$ cat src/rtl/sap1_if.sv
// Control-sequencer bus for the SAP-1 controller: instruction/run inputs in,
// ring state and the twelve-signal control word out.
interface sap1_if;
  logic [3:0] opcode;
  logic       run;
  logic       step;
  logic [5:0] t_state;
  logic       cp;
  logic       ep;
  logic       lm_n;
  logic       ce_n;
  logic       li_n;
  logic       ei_n;
  logic       la_n;
  logic       ea;
  logic       su;
  logic       eu;
  logic       lb_n;
  logic       lo_n;
  logic       hlt;
  logic       instr_done;

  // master = the controller; slave = the datapath / IR side that feeds it
  modport master (
    input  opcode, run, step,
    output t_state, cp, ep, lm_n, ce_n, li_n, ei_n, la_n, ea, su, eu,
           lb_n, lo_n, hlt, instr_done
  );

  modport slave (
    output opcode, run, step,
    input  t_state, cp, ep, lm_n, ce_n, li_n, ei_n, la_n, ea, su, eu,
           lb_n, lo_n, hlt, instr_done
  );
endinterface

$ cat src/rtl/sap1_controller.sv
// SAP-1 controller-sequencer: six-state one-hot ring with free-run or
// single-step advance, combinational control-word decode and a sticky halt.
module sap1_controller (
  input  logic   clk,
  input  logic   rst,
  sap1_if.master bus
);

  typedef enum logic [5:0] {
    T1 = 6'b000001,
    T2 = 6'b000010,
    T3 = 6'b000100,
    T4 = 6'b001000,
    T5 = 6'b010000,
    T6 = 6'b100000
  } t_state_e;

  localparam logic [3:0] OP_LDA = 4'b0000;
  localparam logic [3:0] OP_ADD = 4'b0001;
  localparam logic [3:0] OP_SUB = 4'b0010;
  localparam logic [3:0] OP_OUT = 4'b1110;
  localparam logic [3:0] OP_HLT = 4'b1111;

  typedef struct packed {
    logic cp;
    logic ep;
    logic lm_n;
    logic ce_n;
    logic li_n;
    logic ei_n;
    logic la_n;
    logic ea;
    logic su;
    logic eu;
    logic lb_n;
    logic lo_n;
  } ctrl_t;

  localparam ctrl_t CTRL_IDLE = '{
    cp: 1'b0, ep: 1'b0, lm_n: 1'b1, ce_n: 1'b1, li_n: 1'b1, ei_n: 1'b1,
    la_n: 1'b1, ea: 1'b0, su: 1'b0, eu: 1'b0, lb_n: 1'b1, lo_n: 1'b1
  };

  t_state_e ring;
  logic     halted;
  logic     step_q;
  logic     done_q;
  logic     step_rise;
  logic     adv;
  ctrl_t    cw;

  assign step_rise = bus.step & ~step_q;
  assign adv       = ~halted & (bus.run | step_rise);

  // NOTE: sequential state uses non-blocking (<=) so every register samples
  // pre-edge values; the combinational decode below uses blocking (=).
  always_ff @(posedge clk or posedge rst) begin
    if (rst) begin
      ring   <= T1;
      halted <= 1'b0;
      step_q <= 1'b0;
      done_q <= 1'b0;
    end else begin
      step_q <= bus.step;
      done_q <= adv && (ring == T6);
      if (adv) begin
        case (ring)
          T1: ring <= T2;
          T2: ring <= T3;
          T3: ring <= T4;
          T4: begin
            ring <= T5;
            if (bus.opcode == OP_HLT) halted <= 1'b1;
          end
          T5: ring <= T6;
          default: ring <= T1;
        endcase
      end
    end
  end

  // NOTE: cw gets its idle value first so every path assigns it and no latch
  // is inferred for the states/opcodes that drive nothing.
  always_comb begin
    cw = CTRL_IDLE;
    // rst gates the word directly so an abort silences the bus mid-cycle
    if (!rst && !halted) begin
      case (ring)
        T1: begin
          cw.ep   = 1'b1;
          cw.lm_n = 1'b0;
        end
        T2: cw.cp = 1'b1;
        T3: begin
          cw.ce_n = 1'b0;
          cw.li_n = 1'b0;
        end
        T4: begin
          if (bus.opcode == OP_LDA || bus.opcode == OP_ADD || bus.opcode == OP_SUB) begin
            cw.ei_n = 1'b0;
            cw.lm_n = 1'b0;
          end else if (bus.opcode == OP_OUT) begin
            cw.ea   = 1'b1;
            cw.lo_n = 1'b0;
          end
        end
        T5: begin
          if (bus.opcode == OP_LDA) begin
            cw.ce_n = 1'b0;
            cw.la_n = 1'b0;
          end else if (bus.opcode == OP_ADD || bus.opcode == OP_SUB) begin
            cw.ce_n = 1'b0;
            cw.lb_n = 1'b0;
          end
        end
        T6: begin
          if (bus.opcode == OP_ADD || bus.opcode == OP_SUB) begin
            cw.eu   = 1'b1;
            cw.su   = (bus.opcode == OP_SUB);
            cw.la_n = 1'b0;
          end
        end
        default: ;
      endcase
    end
  end

  assign bus.t_state    = ring;
  assign bus.hlt        = halted;
  assign bus.instr_done = done_q;
  assign bus.cp         = cw.cp;
  assign bus.ep         = cw.ep;
  assign bus.lm_n       = cw.lm_n;
  assign bus.ce_n       = cw.ce_n;
  assign bus.li_n       = cw.li_n;
  assign bus.ei_n       = cw.ei_n;
  assign bus.la_n       = cw.la_n;
  assign bus.ea         = cw.ea;
  assign bus.su         = cw.su;
  assign bus.eu         = cw.eu;
  assign bus.lb_n       = cw.lb_n;
  assign bus.lo_n       = cw.lo_n;

endmodule

$ cat src/flat_wrapper.sv
// flat-port wrapper written by rule: the top's interface ports become plain ports
module sap1_controller_flat 
  (clk, rst, bus_opcode, bus_run, bus_step, bus_t_state, bus_cp, bus_ep, bus_lm_n, bus_ce_n, bus_li_n, bus_ei_n, bus_la_n, bus_ea, bus_su, bus_eu, bus_lb_n, bus_lo_n, bus_hlt, bus_instr_done);
  sap1_if bus_i ();
  input  logic clk;
  input  logic rst;
  input wire logic [$bits(bus_i.opcode)-1:0] bus_opcode;
  input wire logic [$bits(bus_i.run)-1:0] bus_run;
  input wire logic [$bits(bus_i.step)-1:0] bus_step;
  output wire logic [$bits(bus_i.t_state)-1:0] bus_t_state;
  output wire logic [$bits(bus_i.cp)-1:0] bus_cp;
  output wire logic [$bits(bus_i.ep)-1:0] bus_ep;
  output wire logic [$bits(bus_i.lm_n)-1:0] bus_lm_n;
  output wire logic [$bits(bus_i.ce_n)-1:0] bus_ce_n;
  output wire logic [$bits(bus_i.li_n)-1:0] bus_li_n;
  output wire logic [$bits(bus_i.ei_n)-1:0] bus_ei_n;
  output wire logic [$bits(bus_i.la_n)-1:0] bus_la_n;
  output wire logic [$bits(bus_i.ea)-1:0] bus_ea;
  output wire logic [$bits(bus_i.su)-1:0] bus_su;
  output wire logic [$bits(bus_i.eu)-1:0] bus_eu;
  output wire logic [$bits(bus_i.lb_n)-1:0] bus_lb_n;
  output wire logic [$bits(bus_i.lo_n)-1:0] bus_lo_n;
  output wire logic [$bits(bus_i.hlt)-1:0] bus_hlt;
  output wire logic [$bits(bus_i.instr_done)-1:0] bus_instr_done;
  assign bus_i.opcode = bus_opcode;
  assign bus_i.run = bus_run;
  assign bus_i.step = bus_step;
  assign bus_t_state = bus_i.t_state;
  assign bus_cp = bus_i.cp;
  assign bus_ep = bus_i.ep;
  assign bus_lm_n = bus_i.lm_n;
  assign bus_ce_n = bus_i.ce_n;
  assign bus_li_n = bus_i.li_n;
  assign bus_ei_n = bus_i.ei_n;
  assign bus_la_n = bus_i.la_n;
  assign bus_ea = bus_i.ea;
  assign bus_su = bus_i.su;
  assign bus_eu = bus_i.eu;
  assign bus_lb_n = bus_i.lb_n;
  assign bus_lo_n = bus_i.lo_n;
  assign bus_hlt = bus_i.hlt;
  assign bus_instr_done = bus_i.instr_done;
  sap1_controller u_core (.clk(clk), .rst(rst), .bus(bus_i));
endmodule
$ cat config.mk
export PLATFORM = sky130hd
export DESIGN_NAME = sap1_controller_flat
export DESIGN_NICKNAME = d
export VERILOG_FILES = /design/src/rtl/sap1_if.sv /design/src/rtl/sap1_controller.sv /design/src/flat_wrapper.sv
export SDC_FILE = /design/constraint.sdc
export NUM_CORES = 1
export LEC_CHECK = 0
export ABC_AREA = 1
export CORE_ASPECT_RATIO = 0.9
export CORE_UTILIZATION = 42
export DETAILED_ROUTE_END_ITERATION = 10
export PLACE_DENSITY = 0.88
export SYNTH_ARGS = -nofsm -noshare
export SYNTH_HDL_FRONTEND = slang
export SYNTH_SLANG_ARGS = --single-unit
$ cat constraint.sdc
create_clock -name clk -period 2.6 [get_ports clk]
set_input_delay 0.52 -clock clk [delete_from_list [all_inputs] [get_ports clk]]
set_output_delay 0.52 -clock clk [all_outputs]
set_load 0.01 [all_outputs]
## Yosys cells after proc, flatten, opt, wreduce, memory -nomap -nowiden

Cells that the tools add are included.

- Bits in registers: 9
- Input port bits: 8
- Output and inout bits: 20
- Word-level logic and storage cells: 51

- Equal/unequal tests: 10
- Muxes and demuxes: 23
- Bitwise operators: 5
- Reductions and logical operators: 9

Operator list:

| kind | number |
|---|---|
| 6-bit one-hot mux with 5 select lines | 1 |
| 1-bit 2-to-1 mux | 16 |
| 12-bit 2-to-1 mux | 1 |
| 4-bit == test, second input constant | 2 |
| 6-bit by 1-bit == test with 1-bit output, second input constant | 1 |
| 6-bit by 2-bit == test with 1-bit output, second input constant | 1 |
| 6-bit by 3-bit == test with 1-bit output, second input constant | 1 |
| 6-bit by 4-bit == test with 1-bit output, second input constant | 1 |
| 6-bit by 5-bit == test with 1-bit output, second input constant | 1 |
| 6-bit == test, second input constant | 1 |
| 1-bit one-hot mux with 2 select lines | 3 |
| 4-bit by 1-bit == test with 1-bit output, second input constant | 1 |
| 4-bit by 2-bit == test with 1-bit output, second input constant | 1 |
| 4-bit logical NOT | 1 |
| 2-bit 2-to-1 mux | 2 |
| 1-bit logical OR | 3 |
| 3-bit AND reduction | 1 |
| 1-bit bitwise AND | 2 |
| 1-bit logical AND | 2 |
| 1-bit logical NOT | 2 |
| 1-bit NOT | 2 |
| 1-bit bitwise OR | 1 |

## Logic depth before layout (Yosys ltp)

Gate-level depths: netlist (run 1).

- Word-level depth: 6
- Depth in mapped cells: 7
- Gate-level depth less buffers: 7

## Least setup slack after synthesis (run 1)

OpenSTA, ideal clock, no wires.

- Path type: in2out
- Start point: in rst
- End point: out bus_lm_n
- Arrival: 1.169 ns
- Slack: 0.911 ns
- Stages: 4
- Path buffers: 0
- Cell sequence: nor2_2 -> inv_1 -> nor2_1 -> a21oi_1

- Cells in the longest elaborated chain, start to end: 3

RTL lines:

| what | line | RTL |
|---|---|---|
| start: declaration | flat_wrapper.sv:6 | `input logic rst;` |
| 1-bit logical NOT (no source line) | -- |  |
| 1-bit logical AND | sap1_controller.sv:87 | `if (!rst && !halted) begin` |
| 12-bit 2-to-1 mux | sap1_controller.sv:87 |  |
| end: declaration | flat_wrapper.sv:13 | `output wire logic [$bits(bus_i.lm_n)-1:0] bus_lm_n;` |

No other way between the ends.

## Final worst setup path (run 1)

- Start point: in bus_opcode[3]
- End point: out bus_eu

- Cells in the longest elaborated chain, start to end: 5

RTL lines:

| what | line | RTL |
|---|---|---|
| start: declaration | flat_wrapper.sv:7 | `input wire logic [$bits(bus_i.opcode)-1:0] bus_opcode;` |
| 4-bit by 1-bit == test with 1-bit output or 4-bit by 2-bit == test with 1-bit output (tied branches) | sap1_controller.sv:117 | `if (bus.opcode == OP_ADD \|\| bus.opcode == OP_SUB) begin` |
| 1-bit logical OR * | sap1_controller.sv:117 |  |
| 2-bit 2-to-1 mux * | sap1_controller.sv:117 |  |
| 2-bit 2-to-1 mux * | sap1_controller.sv:88 | `case (ring)` |
| 12-bit 2-to-1 mux * | sap1_controller.sv:87 |  |
| end: declaration | flat_wrapper.sv:20 | `output wire logic [$bits(bus_i.eu)-1:0] bus_eu;` |

Mark *: on every way between the ends. The rest lies on a longest branch, timed or not.

==> impl.org, run 1 <==
** Timing
- The number of slew-limit violations in the final report is 0.
- Final clock period utilization by the worst path :: 0.970
- On the final layout, the worst clock skew is 2.55 ps.
- For the pin with the worst max-slew slack, the measured transition is 379 ps.
- Sum Neg Setup Slack :: 0 ps
- In this run the tightest slew margin relative to its limit is 0.747.
- Total of endpoints with negative setup slack in the final report :: 0
- Minimum period implied by the final worst setup slack :: 2520 ps
- Final Hold Slack :: 515 ps
- The total count of hold-check failures in the final report was 0.
- Static timing analysis puts the maximum clock frequency at between 0.3 and 0.4 GHz.

** Logic synthesis
- Flops & latches, synth :: 9
- The Yosys step of the flow raised 0 warnings.
- Share of synthesized area occupied by flip-flops and latches :: 0.372
- Summed over all instances, the cell type with the most area after synthesis is sky130_fd_sc_hd__dfrtp_1.
- Distinct cell type count of the synthesized netlist :: 19
- Syn Inst Count :: 88
- Synth area leaders :: sky130_fd_sc_hd__dfrtp_1 33%, sky130_fd_sc_hd__nand2_1 14%, sky130_fd_sc_hd__nor2_1 9.3%
- Average cell area after synthesis :: 6.91 sq um
- Top-area cell type share of the netlist area :: 0.329
- The cell area that synthesis handed to floorplanning was 608 sq um.
- The number of nets handed over by synthesis was 96.

** Hold path
- In this run the worst hold path is classified as flip-flop to flip-flop.
- Worst hold path cell count :: 2

** GRT
- Wire length of the first global-routing pass :: roughly 2300 um
- Total grt overflow :: 0
- Pin count of the biggest net entering global routing :: 14
- The initial antenna violation count is 0.
- The number of global-route vias before repair was approximately 600.
- For this run, the total global-route usage over all layers was measured as 0.195.

** Critical path
- Worst path arrival time :: 2000 ps
- Data required, critical path :: 2080 ps
- Tracing the worst setup path back leads to its startpoint at bus_opcode[3].
- Crit path capture type :: output pin
- Setup crit start kind :: primary input
- The critical path is of the primary input to output pin type.
- Capture instance of the worst register-to-register path :: u_core.bus.t_state[0]$_DFFE_PP1P_
- Origin of the critical flop-to-flop path :: u_core.bus.hlt$_DFFE_PP0P_
- Along the worst path, the maximum fanout reaches 3.
- Setup crit end :: bus_eu
- In this run the register-to-register setup slack is ~1400 ps.
- Cell depth of the worst flop-to-flop path :: 5

** Pwr
- The analysis attributes to cell leakage a power of between 0.4 and 0.5 nW.
- Clock power share :: 0.398
- Total power :: 272 uW
- The share of total power dissipated in combinational logic is 0.082.
- The worst-case IR drop observed on VDD is about 0.20 mV.
- Switching fraction of total power :: 0.219
- Design internal power :: approximately 210 uW
- Summed over all nets, the switching power comes to 59.5 uW.
- Dividing total power by cell area gives a power density of around 290 mW/mm^2.
- Part of the total power dissipated in sequential elements :: 0.519

** Clock network
- In this run, post-CTS hold repair placed 0 buffers.
- Level count of the clock H-tree :: 1
- Cts bufs inserted :: 3
- Counting along the longest clock path gives a buffer depth of 2.
- Clock slew at reported path FFs :: 60 ps
- TritonCTS clock tree :: built
- For this design, the sink count on the clock tree is 9.
- The later pin in the worst-skew pair is clocked with a latency of approximately 260 ps.
- Root buffer cell :: sky130_fd_sc_hd__clkbuf_4

** Floorplanning
- For this configuration, the core starts out at a cell density of 0.471.
- Standard-cell row count :: 12
- Overall die height :: about 38 um
- Top Ports :: 28
- The die covers between 0.0015 and 0.002 sq mm.
- The die is 42.1 um wide.
- The core region is 0.00129 sq mm.

** Status
- The run finished with clean final reports.

** Place
- Input and output buffers added on the ports amount to 27.
- DPL Wire Length :: 1200 um
- Routability-driven placement finished with a final weighted congestion of 0.797.

** Cells and area
- Registers take 226 sq um.
- The filler cells instantiated in the layout total 105.
- In the final layout, the share of cells above drive strength 1 is 0.133.
- Area Growth Syn to Fin :: 55.3%
- Antenna diode count :: 0
- Number of nets at the end of the flow :: 129
- In the layout the commonest cells are 23 x sky130_fd_sc_hd__nand2_1, 23 x sky130_fd_sc_hd__clkdlybuf4s50_1, 15 x sky130_fd_sc_hd__nor2_1, 13 x sky130_fd_sc_hd__inv_1, 8 x sky130_fd_sc_hd__dfrtp_1.
- The multi-input combinational cells in the finished layout cover a total of between 300 and 400 sq um.

** Drt
- Dividing the detail-routed via count by the number of cells gives about 5.2.
- The detailed router placed 691 vias in this run.
- Number of nets with antenna violations after routing :: 0
- Routed WL per cell :: about 11 um
- 1st-pass router iterations :: 4
- Routed wire length :: 1470 um
- The first routing iteration left 18 violations.
- For this run, design rule violations remaining after detail routing come to 0.

** Flow run
- Max_cap viols :: 0
-- synthesized netlist by cell type --
cell                       number
sky130_fd_sc_hd__buf_4          1
sky130_fd_sc_hd__nor2_4         3
sky130_fd_sc_hd__o21ai_0        5
sky130_fd_sc_hd__nand3_1        3
sky130_fd_sc_hd__o211ai_1       1
sky130_fd_sc_hd__nor2_1        15
sky130_fd_sc_hd__dfrtp_1        8
sky130_fd_sc_hd__nand4_1        2
sky130_fd_sc_hd__inv_2          1
sky130_fd_sc_hd__and3_1         1
sky130_fd_sc_hd__inv_1         13
sky130_fd_sc_hd__o21ai_2        1
sky130_fd_sc_hd__dfstp_2        1
sky130_fd_sc_hd__nand3_2        3
sky130_fd_sc_hd__nor3_1         2
sky130_fd_sc_hd__nor2_2         2
sky130_fd_sc_hd__a21oi_1        2
sky130_fd_sc_hd__nand2_1       23
sky130_fd_sc_hd__o21bai_1       1
-- how the worst min path moves through the flow --
stage | start | endpoint
2_1_floorplan | rst | u_core.bus.hlt$_DFFE_PP0P_
3_3_place_gp | u_core.bus.t_state[0]$_DFFE_PP1P_ | u_core.bus.t_state[0]$_DFFE_PP1P_
3_5_place_dp | u_core.bus.t_state[0]$_DFFE_PP1P_ | u_core.bus.t_state[0]$_DFFE_PP1P_
4_1_cts | u_core.bus.t_state[0]$_DFFE_PP1P_ | u_core.bus.t_state[0]$_DFFE_PP1P_
5_1_grt | u_core.bus.t_state[0]$_DFFE_PP1P_ | u_core.bus.t_state[0]$_DFFE_PP1P_
6_report | u_core.bus.t_state[0]$_DFFE_PP1P_ | u_core.bus.t_state[0]$_DFFE_PP1P_
-- flip-flops by register name, indices dropped and copies added (netlist names) --
| signal | cells |
|---|---|
| u_core.step_q | 1 |
| u_core.bus.instr_done | 1 |
| u_core.bus.hlt | 1 |
| u_core.bus.t_state | 6 |
-- layer usage --
| metal | up-vias | GRT usage | routed length (um) |
|---|---|---|---|
| li1 | 341 | - | - |
| met1 | 325 | 0.243 | 591 |
| met2 | 25 | 0.363 | 771 |
| met3 | 0 | 0.0566 | 106 |
| met4 | 0 | 0 | 0 |
| met5 | - | 0 | 0 |
-- power by group through the flow --
stage                     clock (mW)  combinational [mW]  sequential (mW)
final                          0.108              0.0223            0.141
after global routing           0.118              0.0246            0.141
after CTS                      0.111              0.0223            0.141
after detailed placement           0              0.0222            0.144
after global placement             0              0.0217            0.144
after floorplan                    0             0.00829            0.144
-- through the flow --
stage          area, sq um  instances   util  setup WS (ps)
2_1_floorplan          608         88      -            911
3_3_place_gp           903        130  0.700           56.0
3_5_place_dp           903        130  0.700           45.7
4_1_cts                930        134  0.720           29.6
5_1_grt                945        134  0.732          -8.98
6_report               945        134  0.732           77.7
-- logic make-up (layout without fill, tap and decap cells) --
logic type,after synthesis,in the layout,synth area share
compound gates,10,10,0.0967
flops,9,9,0.372
simple gates,54,54,0.432
buf+inv,15,47,0.0988
-- worst max-delay path, cell delays in order --
cell	delay [ps]
sky130_fd_sc_hd__clkdlybuf4s50_1	420
sky130_fd_sc_hd__nor2_1	170
sky130_fd_sc_hd__and3_1	210
sky130_fd_sc_hd__nand2_1	70
sky130_fd_sc_hd__nor2_1	80
sky130_fd_sc_hd__clkdlybuf4s50_1	540
-- layout make-up --
| class | instances | area share |
|---|---|---|
| flip-flops and latches | 9 | 0.240 |
| well taps | 14 | 0.0185 |
| clock buffers | 4 | 0.0278 |
| repair buffers | 29 | 0.313 |
| multi-input cells | 64 | 0.346 |
| inverters | 14 | 0.0556 |
-- repair_timing --
item | in CTS | in global routing
setup buffers | 0 | 0
gates resized for setup | 0 | 5
hold endpoints to repair | 0 | 0
setup endpoints to repair | 0 | 6
Power figures use the tool's default switching activity.
==> run 2, diff against run 1 <==
--- a/config.mk
+++ b/config.mk
@@ -6,10 +6,11 @@
 export NUM_CORES = 1
 export LEC_CHECK = 0
 export ABC_AREA = 1
+export CAP_MARGIN = 30
 export CORE_ASPECT_RATIO = 0.9
-export CORE_UTILIZATION = 42
+export CORE_UTILIZATION = 36
 export DETAILED_ROUTE_END_ITERATION = 10
-export PLACE_DENSITY = 0.88
+export PLACE_DENSITY = 0.81
 export SYNTH_ARGS = -nofsm -noshare
 export SYNTH_HDL_FRONTEND = slang
 export SYNTH_SLANG_ARGS = --single-unit
==> constraint.sdc (replaced) <==
create_clock -name clk -period 2.1 [get_ports clk]
set_input_delay 0.42 -clock clk [delete_from_list [all_inputs] [get_ports clk]]
set_output_delay 0.42 -clock clk [all_outputs]
set_load 0.01 [all_outputs]
==> run 2 against run 1 <==
Largest power group unchanged. Sequential power increased by 24%. Total power increased by 24%. Clock power increased by 23%. Wire length increased by 8.0%. Largest cell class unchanged. Sequential share of layout area decreased by 0.13 points.
==> impl.org, run 2 (same netlist as run 1, synthesis figures left out) <==
** Status
- Result of the run :: completed

** Timing
- The number of slew-limit violations in the final report was 0 (unchanged).
- Sum Neg Setup Slack :: 0 ps (unchanged)
- Headroom to the max-slew limit :: 0.727 (-0.0198)
- Highest attainable clock frequency :: 0.498 GHz
- In the finished design, the share of the clock period the worst path needs comes to 0.956.
- Total of endpoints with negative setup slack in the final report :: 0 (unchanged)
- Tightest Pin Transition :: 408 ps (+29.7 ps)
- The total count of hold-check failures in the final report is 0 (unchanged).
- The smallest clock period supported by the final layout is computed as roughly 2000 ps.
- Setup repair after global routing left no endpoint under its margin.
- Worst clock skew :: 3.99 ps (+1.44 ps)

** Critical path
- STA classifies the critical path startpoint as a primary input.
- Worst Path Buf+Inv :: 3 (+1)
- The peak fanout along the critical path is 3 (unchanged).
- The required time reported for the critical path endpoint came to 1680 ps (-400 ps).
- Critical-path cell list :: clkdlybuf4s50_1 -> nor2_1 -> inv_1 -> and3_1 -> nand2_1 -> nor2_1 -> clkdlybuf4s15_1
- Delay-heaviest family, CP :: buffers and inverters
- Counting stages on the worst path, the most repeated cell is sky130_fd_sc_hd__nor2_1.
- The data arrival time of the critical path was 1590 ps (-410 ps).
- Crit path capture type :: output pin
- The largest individual stage delay along the critical path comes from the cell sky130_fd_sc_hd__clkdlybuf4s50_1.
- By startpoint and endpoint, the worst setup path is classified as primary input to output pin.
- The path depth of the worst reg2reg path was 5 (unchanged).
- The logic depth of the worst path, buffers included is 7 (+1).
- Delay of the slowest cell on the worst path :: 490 ps (-50 ps)

** Floorplanning
- Top Ports :: 28 (unchanged)
- Overall die height :: 41.0 um (+7.6%)
- Initial core utilization :: 0.402 (-0.0689)
- The total core area is 0.00151 sq mm (+17%).
- The die area is 0.00186 sq mm (+16%).
- Standard-cell row count :: 13 (+1)
- Floorplan die width :: 45.3 um (+7.6%)

** Drt
- The number of detailed-route iterations in the first pass was 4 (unchanged).
- The iteration-0 DRC count of the detailed router is 12 (-6).
- The mean number of vias per cell is 4.91 (-4.8%).
- The number of remaining DRC errors is 0 (unchanged).
- The post-detailed-routing wire length is 1590 um (+8.0%).
- Total via count after detailed routing :: 707 (+2.3%)
- Routed WL per cell :: 11.0 um (+0.47%)
- Number of nets with antenna violations after routing :: 0 (unchanged)

** Pwr
- The switching portion of total power is 0.217 (-0.00213).
- Clock power share :: 0.395 (-0.003)
- The proportion of power drawn by flip-flops and latches is 0.520 (about the same).
- The power dissipated by switching net loads is 73.0 uW (+23%).
- Worst-case vdd ir drop :: 0.302 mV (+53%)
- The leakage component of the power came to 0.437 nW (about the same).
- The combinational share of power was 0.085 (+0.003).
- Power density relative to cell area :: 354 mW/mm^2 (+23%)
- Total power :: 336 uW (+24%)
- Design internal power :: 263 uW (+24%)

** Cells and area
- Top library cells by usage in the layout, fill and taps aside :: 23 x sky130_fd_sc_hd__nand2_1, 14 x sky130_fd_sc_hd__clkdlybuf4s50_1, 12 x sky130_fd_sc_hd__inv_1, 12 x sky130_fd_sc_hd__nor2_1, 10 x sky130_fd_sc_hd__dlygate4sd2_1
- The number of flip-flops under the largest register name came to 6 (unchanged).
- From synthesis to final layout, the design area changed by 56.2%.
- Most common library cell in the layout ignoring fill and taps :: sky130_fd_sc_hd__nand2_1
- The number of cells in the finished layout apart from fillers was 144 (+7.5%).
- The fraction of layout cells with a size suffix above 1 came to 0.205 (+0.0716).
- Number of nets at the end of the flow :: 131 (+1.6%)
- The number of diodes added for antenna fixing is 0 (unchanged).

** GRT
- The wire length of the first global-routing pass came to 2380 um (+1.4%).
- The maximum number of pins on one net before global-route repair came to 14 (unchanged).
- The number of global-route vias before repair is 635 (+6.5%).
- The initial antenna violation count was 0 (unchanged).
- The remaining global-route overflow came to 0 (unchanged).
- Overall routing resource usage :: 0.187 (-0.00790)

** Hold path
- The min-delay analysis places its worst path in the category primary input to asynchronous set/reset pin.

** Clock network
- The deepest clock path buffer count is 2 (unchanged).
- The clock-pin slew reported for the worst setup and hold paths after clock tree synthesis came to 60 ps (about the same).
- Hold buffers post-CTS :: 0 (unchanged)
- The tree is rooted in a sky130_fd_sc_hd__clkbuf_4.
- Number of clock sinks :: 9 (unchanged)
- The number of buffers added by the clock tree synthesis step was 3 (unchanged).
- The number of H-tree levels is 1 (unchanged).
- Clk_lat worst skew :: 260 ps (about the same)
- TritonCTS clock tree :: built

** Place
- Buffers added on ports :: 27 (unchanged)
- Number of placed cells counting well taps :: 138 (+6.2%)
- GP Congestion :: 0.798 (about the same)
- The detailed placer's ending HPWL came to 1220 um (+2.4%).

** Flow run
- The max-capacitance violation count came to 0 (unchanged).
-- run 2: cell count changes in the layout (fill, tap and decap cells not counted), sizes merged --
cell / before / now
clkdlybuf4s50: 23 / 14
clkbuf: 4 / 6
dlygate4sd2: 0 / 10
dlymetal6s2s: 4 / 0
clkdlybuf4s15: 0 / 1
buf: 2 / 4
-- run 2: path summary, 6_finish.rpt --
kind	slack (ps)	startpoint	end
setup / recovery	90	bus_opcode[1]	bus_eu
hold / removal	300	rst	u_core.bus.hlt$_DFFE_PP0P_
setup reg to reg	860	u_core.bus.hlt$_DFFE_PP0P_	u_core.bus.t_state[0]$_DFFE_PP1P_
hold reg to reg	510	u_core.bus.t_state[0]$_DFFE_PP1P_	u_core.bus.t_state[0]$_DFFE_PP1P_
max in group asynchronous	1490	rst	u_core.bus.t_state[0]$_DFFE_PP1P_
min in group clk	510	u_core.bus.t_state[0]$_DFFE_PP1P_	u_core.bus.t_state[0]$_DFFE_PP1P_
-- run 2: stage by stage --
stage               hold slack [ps]  area, sq um  utilization  setup WS, ps
floorplan                       247          608            -           551
detailed placement              508          913        0.604          -257
finish                          305          950        0.628          92.0
global placement                493          913        0.604          -226
global route                    325          950        0.628          5.90
CTS                             323          938        0.620          33.0
-- run 2: per-layer routing --
metal | global-route usage | share of wire | up-vias
met5 | 0 | 0 | -
met1 | 0.178 | 0.39 | 327
li1 | - | - | 345
met4 | 0.0985 | 0.030 | 0
met3 | 0.0661 | 0.062 | 6
met2 | 0.362 | 0.51 | 29
-- run 2: cell type report --
class	count	area (sq um)
Clock buffer	4	26.3
Fill cell	151	563
Inverter	14	52.6
Multi-Input combinational cell	64	339
Sequential cell	9	226
Tap cell	22	27.5
Timing Repair Buffer	31	278
-- run 2: power by group through the flow --
| stage | sequential (mW) | combinational, mW | clock (mW) |
|---|---|---|---|
| floorplan | 0.178 | 0.0103 | 0 |
| global placement | 0.178 | 0.0282 | 0 |
| detailed placement | 0.178 | 0.0289 | 0 |
| CTS | 0.175 | 0.0292 | 0.134 |
| global route | 0.175 | 0.0315 | 0.148 |
| finish | 0.175 | 0.0286 | 0.133 |
-- run 2: repair_timing --
action                     in CTS  in global routing
resized for setup              16                  8
pin swaps                       1                  3
setup endpoints to repair      12                  4
setup buffers                   1                  1
cloned                          0                  0
